**src/rtl/input_port_buffer_if.sv**
```systemverilog
// Router input-port bundle: upstream flit ingress, arbiter request/grant and crossbar egress.
interface input_port_buffer_if #(
  parameter int DATA_W = 32
);
  logic              in_valid;
  logic [DATA_W-1:0] in_data;
  logic              in_ready;
  logic              grant;
  logic [2:0]        request;
  logic              out_valid;
  logic [DATA_W-1:0] out_data;
  logic              err;

  modport master (
    output in_valid, in_data, grant,
    input  in_ready, request, out_valid, out_data, err
  );

  modport slave (
    input  in_valid, in_data, grant,
    output in_ready, request, out_valid, out_data, err
  );
endinterface

```
**src/rtl/input_port_buffer.sv**
```systemverilog
// NoC router input stage: flit FIFO, XY route from the packet head, wormhole-locked request.
// Defining IBUF_ERR_CHECK_EN drops stray body/tail flits seen in IDLE and pulses err.
module input_port_buffer #(
  parameter int DATA_W  = 32,
  parameter int DEPTH   = 4,
  parameter int COORD_W = 2,
  parameter int CUR_X   = 0,
  parameter int CUR_Y   = 0
) (
  input  logic               clk,
  input  logic               rst,
  input_port_buffer_if.slave bus
);
  localparam int PTR_W = $clog2(DEPTH);
  localparam int CNT_W = PTR_W + 1;
  localparam logic [COORD_W-1:0] LP_CUR_X = COORD_W'(CUR_X);
  localparam logic [COORD_W-1:0] LP_CUR_Y = COORD_W'(CUR_Y);
  localparam logic [2:0] REQ_NONE = 3'b000;
  localparam logic [2:0] REQ_L    = 3'b001;
  localparam logic [2:0] REQ_N    = 3'b010;
  localparam logic [2:0] REQ_E    = 3'b011;
  localparam logic [2:0] REQ_S    = 3'b100;
  localparam logic [2:0] REQ_W    = 3'b101;

  typedef enum logic {ST_IDLE = 1'b0, ST_ACTIVE = 1'b1} state_t;

  // X first, then Y; equal coordinates deliver locally.
  function automatic logic [2:0] xy_route(input logic [2*COORD_W-1:0] dest);
    logic [COORD_W-1:0] dx;
    logic [COORD_W-1:0] dy;
    logic [2:0]         dir;
    dx = dest[2*COORD_W-1:COORD_W];
    dy = dest[COORD_W-1:0];
    if (dx > LP_CUR_X)      dir = REQ_E;
    else if (dx < LP_CUR_X) dir = REQ_W;
    else if (dy > LP_CUR_Y) dir = REQ_S;
    else if (dy < LP_CUR_Y) dir = REQ_N;
    else                    dir = REQ_L;
    return dir;
  endfunction

  logic [DATA_W-1:0] r_mem [DEPTH];
  logic [PTR_W-1:0]  r_wr_ptr;
  logic [PTR_W-1:0]  r_rd_ptr;
  logic [CNT_W-1:0]  r_count;
  state_t            r_state;
  logic [2:0]        r_request;

  logic              w_empty;
  logic              w_full;
  logic [DATA_W-1:0] w_front;
  logic [1:0]        w_type;
  logic              w_is_head;
  logic              w_is_last;
  logic [2:0]        w_route;
  logic              w_drop;
  logic              w_push;
  logic              w_pop;

  assign w_empty   = (r_count == CNT_W'(0));
  assign w_full    = (r_count == CNT_W'(DEPTH));
  assign w_front   = r_mem[r_rd_ptr];
  assign w_type    = w_front[DATA_W-1:DATA_W-2];
  assign w_is_head = (w_type == 2'b01) || (w_type == 2'b11);
  assign w_is_last = (w_type == 2'b10) || (w_type == 2'b11);
  assign w_route   = xy_route(w_front[2*COORD_W-1:0]);

`ifdef IBUF_ERR_CHECK_EN
  assign w_drop = (r_state == ST_IDLE) && !w_empty && !w_is_head;
`else
  assign w_drop = 1'b0;
`endif

  // A full buffer refuses the push even when the same edge pops.
  assign w_push = bus.in_valid && !w_full;
  assign w_pop  = ((r_state == ST_ACTIVE) && bus.grant && !w_empty) || w_drop;

  assign bus.in_ready  = !w_full;
  assign bus.out_valid = (r_state == ST_ACTIVE) && !w_empty;
  assign bus.out_data  = w_front;
  assign bus.request   = r_request;

  // FIFO storage, pointers and occupancy
  always_ff @(posedge clk or posedge rst) begin
    if (rst) begin
      for (int i = 0; i < DEPTH; i++) begin
        r_mem[i] <= {DATA_W{1'b0}};
      end
      r_wr_ptr <= {PTR_W{1'b0}};
      r_rd_ptr <= {PTR_W{1'b0}};
      r_count  <= {CNT_W{1'b0}};
    end else begin
      if (w_push) begin
        r_mem[r_wr_ptr] <= bus.in_data;
        r_wr_ptr        <= r_wr_ptr + PTR_W'(1);
      end
      if (w_pop) begin
        r_rd_ptr <= r_rd_ptr + PTR_W'(1);
      end
      case ({w_push, w_pop})
        2'b10:   r_count <= r_count + CNT_W'(1);
        2'b01:   r_count <= r_count - CNT_W'(1);
        default: r_count <= r_count;
      endcase
    end
  end

  // Wormhole lock: request latched from the head and held until the last flit pops
  always_ff @(posedge clk or posedge rst) begin
    if (rst) begin
      r_state   <= ST_IDLE;
      r_request <= REQ_NONE;
    end else begin
      case (r_state)
        ST_IDLE: begin
          if (!w_empty && !w_drop) begin
            r_request <= w_route;
            r_state   <= ST_ACTIVE;
          end
        end
        ST_ACTIVE: begin
          if (bus.grant && !w_empty && w_is_last) begin
            r_request <= REQ_NONE;
            r_state   <= ST_IDLE;
          end
        end
        default: begin
          r_request <= REQ_NONE;
          r_state   <= ST_IDLE;
        end
      endcase
    end
  end

`ifdef IBUF_ERR_CHECK_EN
  logic r_err;

  // One-cycle pulse on the edge that discards a malformed flit
  always_ff @(posedge clk or posedge rst) begin
    if (rst) begin
      r_err <= 1'b0;
    end else begin
      r_err <= w_drop;
    end
  end

  assign bus.err = r_err;
`else
  assign bus.err = 1'b0;
`endif
endmodule

```
**src/flat_wrapper.sv**
```systemverilog
// flat-port wrapper written by rule: the top's interface ports become plain ports
module input_port_buffer_flat 
#(
  parameter int DATA_W  = 32,
  parameter int DEPTH   = 4,
  parameter int COORD_W = 2,
  parameter int CUR_X   = 0,
  parameter int CUR_Y   = 0
)
  (clk, rst, bus_in_valid, bus_in_data, bus_grant, bus_in_ready, bus_request, bus_out_valid, bus_out_data, bus_err);
  input_port_buffer_if #(.DATA_W(DATA_W)) bus_i ();
  input  logic clk;
  input  logic rst;
  input wire logic [$bits(bus_i.in_valid)-1:0] bus_in_valid;
  input wire logic [$bits(bus_i.in_data)-1:0] bus_in_data;
  input wire logic [$bits(bus_i.grant)-1:0] bus_grant;
  output wire logic [$bits(bus_i.in_ready)-1:0] bus_in_ready;
  output wire logic [$bits(bus_i.request)-1:0] bus_request;
  output wire logic [$bits(bus_i.out_valid)-1:0] bus_out_valid;
  output wire logic [$bits(bus_i.out_data)-1:0] bus_out_data;
  output wire logic [$bits(bus_i.err)-1:0] bus_err;
  assign bus_i.in_valid = bus_in_valid;
  assign bus_i.in_data = bus_in_data;
  assign bus_i.grant = bus_grant;
  assign bus_in_ready = bus_i.in_ready;
  assign bus_request = bus_i.request;
  assign bus_out_valid = bus_i.out_valid;
  assign bus_out_data = bus_i.out_data;
  assign bus_err = bus_i.err;
  input_port_buffer #(.DATA_W(DATA_W), .DEPTH(DEPTH), .COORD_W(COORD_W), .CUR_X(CUR_X), .CUR_Y(CUR_Y)) u_core (.clk(clk), .rst(rst), .bus(bus_i));
endmodule
```
**config.mk**
```make
export PLATFORM = sky130hd
export DESIGN_NAME = input_port_buffer_flat
export DESIGN_NICKNAME = d
export VERILOG_FILES = /design/src/rtl/input_port_buffer_if.sv /design/src/rtl/input_port_buffer.sv /design/src/flat_wrapper.sv
export SDC_FILE = /design/constraint.sdc
export NUM_CORES = 1
export LEC_CHECK = 0
export CAP_MARGIN = 5
export CELL_PAD_IN_SITES_DETAIL_PLACEMENT = 1
export CELL_PAD_IN_SITES_GLOBAL_PLACEMENT = 1
export CORE_MARGIN = 2
export CORE_UTILIZATION = 47
export DETAILED_ROUTE_END_ITERATION = 12
export GPL_ROUTABILITY_DRIVEN = 0
export PLACE_DENSITY_LB_ADDON = 0.1
export SLEW_MARGIN = 30
export SYNTH_ARGS = -nofsm -noshare
export SYNTH_HDL_FRONTEND = slang
export SYNTH_SLANG_ARGS = --single-unit
```
**constraint.sdc**
```tcl
create_clock -name clk -period 7.6 [get_ports clk]
set_input_delay 2.28 -clock clk [delete_from_list [all_inputs] [get_ports clk]]
set_output_delay 2.28 -clock clk [all_outputs]
set_load 0.02 [all_outputs]
```
==> run metrics <==
outcome=finished clean; share of layout cells above drive strength 1=15.5%; max-cap viol count=0; Vias=3,411; Clock Root Buffer=clkbuf_16; Pre-antenna DRT Iters=4; Period minus WS final=4.93 ns; Sw Share=33.1%; Top FF cell, synth=dfrtp_1; top cells by count, synth=dfrtp_1, mux2_1, mux4_2; vias in the first global route=3,860; Detailed Place HPWL=7.57 mm; initial antenna violation count=0; P_leak=3.17 nW; PD cells=510 mW/mm²; relative slew slack=40.7%; worst hold path class=flop to flop; Logic pwr share=42.2%; Cells after Synth=368; # rows=41; fmax=203 MHz; syn avg cell area=16.6 µm²; synthesis-to-layout area growth=24.9%; Sequential Power Share=35.4%; residual DRC count=0; Post-Route Setup TNS=0 ns; CTS tree=built; CTS Buffer Depth=2; Clock Skew=0.00875 ns; Hold Path Depth=1; Post-synth EDFFs=0; GRT Util Overall=20.1%; synthesized area=0.00609 mm²; Overflow after GRT=0; Synth async-reset ratio=100%; Multi-input gate area=0.00252 mm²; Synth area leader=dfrtp_1; Internal=2.60 mW; layout net count=481; slowest CP cell=mux4_2; Top-Level Pins=74; CP Cell Sequence=buf_4 > mux4_2 > clkdlybuf4s50_1; Slew @ Worst Pin=0.890 ns; Clock Sinks=139; Post-CTS Setup Repair Bufs=0; first-pass GRT wire length=21.3 mm; Vias per Instance=5.48; most numerous cell in the Yosys netlist=dfrtp_1; Placed Cells=592; Synth top area share=57.1%; antenna viol nets, final=0; crit path DAT=2.65 ns; r2r worst-path depth=4; worst skew pair latency=0.41 ns; final non-filler cell total=623; Fin. Hold Viols=0; Req. time, crit path=5.32 ns; register bit count reported by yosys=139; synth warn=0; Post-CTS Hold Fix Bufs=0; register area=0.00348 mm²; Net Count, Synth=410; Startpoint Class=flop; max-slew violations=0; pin count of the biggest net entering global routing=101; Routed WL per cell=20.5 µm; Fillers=1,163; Worst Path Max Fanout=27; Area contributors post-synth=dfrtp_1, mux2_1, mux4_2; final core utilization=60.3%; H-tree depth=4; Critical Path End Type=primary output; P_sw=1.28 mW; initial core utilization=48.3%; CTS Buf Count=17; library cells used by synthesis=32; Resize count post-CTS=0; ant diodes=0; slowest stage delay, CP=0.64 ns; Seq/Total Area, Yosys=57.1%; die area=0.0139 mm²; final wirelength=12.8 mm; Clk pwr share=22.4%; RSZ-0062 raised after global routing=false; Die H=118 µm; Final setup viols=0; core box area=0.0126 mm²; starting DRC count in detailed routing=110; Final Cycle Share=64.9%; peak supply drop=280 µV; PortBufs=72; die width=118 µm; WS Path Type=flop to primary output; Reg clk slew, reported paths=0.05 ns
area by class of cell:
type | instances | area share [%]
Multi-Input combinational cell | 200 | 33.2
Tap cell | 172 | 2.83
Sequential cell | 139 | 45.7
Inverter | 7 | 0.444
Timing Repair Buffer | 74 | 9.67
Clock buffer | 24 | 6.33
Clock inverter | 7 | 1.81
registers in the layout (all words and copies together) (netlist names):
signal and flops:
u_core.r_mem 128, u_core.r_count 3, u_core.r_wr_ptr 2, u_core.bus.request 3, u_core.r_state 1, u_core.r_rd_ptr 2
cells by family (layout without fill, tap and decap cells):
kind of cell             count (synthesis)  in the layout  share of synthesized area [%]
multiplexers                           162            162                           35.8
flip-flops                             139            139                           57.1
buffers and inverters                   29            112                           2.30
AND/OR/NAND/NOR                         18             18                           1.66
AO/OA/AOI/OAI                            7              7                          0.842
adder cells (fa/ha/maj)                  6              6                           1.36
XOR/XNOR                                 6              6                          0.863
other                                    1              1                         0.0615
power groups by stage:
| stage | Clock, mW | Combinational, mW | Sequential (mW) |
|---|---|---|---|
| 3_5_place_dp | 0 | 1.65 | 1.38 |
| 3_3_place_gp | 0 | 1.59 | 1.36 |
| 4_1_cts | 0.885 | 1.67 | 1.38 |
| 5_1_grt | 0.920 | 1.75 | 1.43 |
| 2_1_floorplan | 0 | 1.12 | 1.27 |
| 6_report | 0.870 | 1.64 | 1.37 |
metal layers:
layer | vias up | routed length [µm] | GRT usage [%]
met5 | - | 0 | 0
met4 | 0 | 145 | 6.02
met3 | 11 | 383 | 5.47
met2 | 58 | 6680 | 34.0
met1 | 1843 | 5560 | 25.4
li1 | 1499 | - | -
final timing paths:
kind,start,to,slack (ns)
setup / recovery,u_core.r_rd_ptr[0],bus_out_data[3],2.67
hold / removal,u_core.r_mem[33],u_core.r_mem[33],0.48
max in group asynchronous,rst,u_core.r_rd_ptr[1],4.17
setup reg to reg,u_core.r_rd_ptr[0],u_core.bus.request[0],5.12
hold reg to reg,u_core.r_mem[33],u_core.r_mem[33],0.48
min in group asynchronous,rst,u_core.r_mem[20],2.38
placed cells by master, fill, tap and decap left out, drive strengths merged:
cell type	n
and2	1
clkdlybuf4s50	72
clkinvlp	1
or3b	1
nand2	1
o22ai	2
inv	7
nand2b	1
mux2	129
mux4	32
xor2	3
clkbuf	24
o21ai	2
or4	1
or3	1
nor3	1
bufinv	4
clkinv	2
fa	1
buf	2
mux2i	1
nand3	4
ha	5
dfrtp	139
nor2	4
and3	2
a31o	1
xnor2	3
a21oi	1
nand4	1
a2bb2oi	1
conb	1
worst max-delay path, delay by kind of cell, from the launching register on:
| family | cells | cell delay, ns |
|---|---|---|
| muxes | 1 | 0.64 |
| DFF | 1 | 0.50 |
| buffers and inverters | 2 | 1.10 |
through the flow:
| stage | hold slack (ns) | instance area, µm² | total power [mW] | worst slack [ns] |
|---|---|---|---|---|
| floorplan | 0.459 | 6090 | 2.39 | 1.60 |
| detailed placement | 0.475 | 6980 | 3.03 | 2.94 |
| finish | 0.483 | 7610 | 3.88 | 2.67 |
| global placement | 0.468 | 6960 | 2.95 | 3.02 |
| global route | 0.501 | 7610 | 4.10 | 2.49 |
| CTS | 0.487 | 7600 | 3.93 | 2.58 |
(Power assumes the default switching activity.)
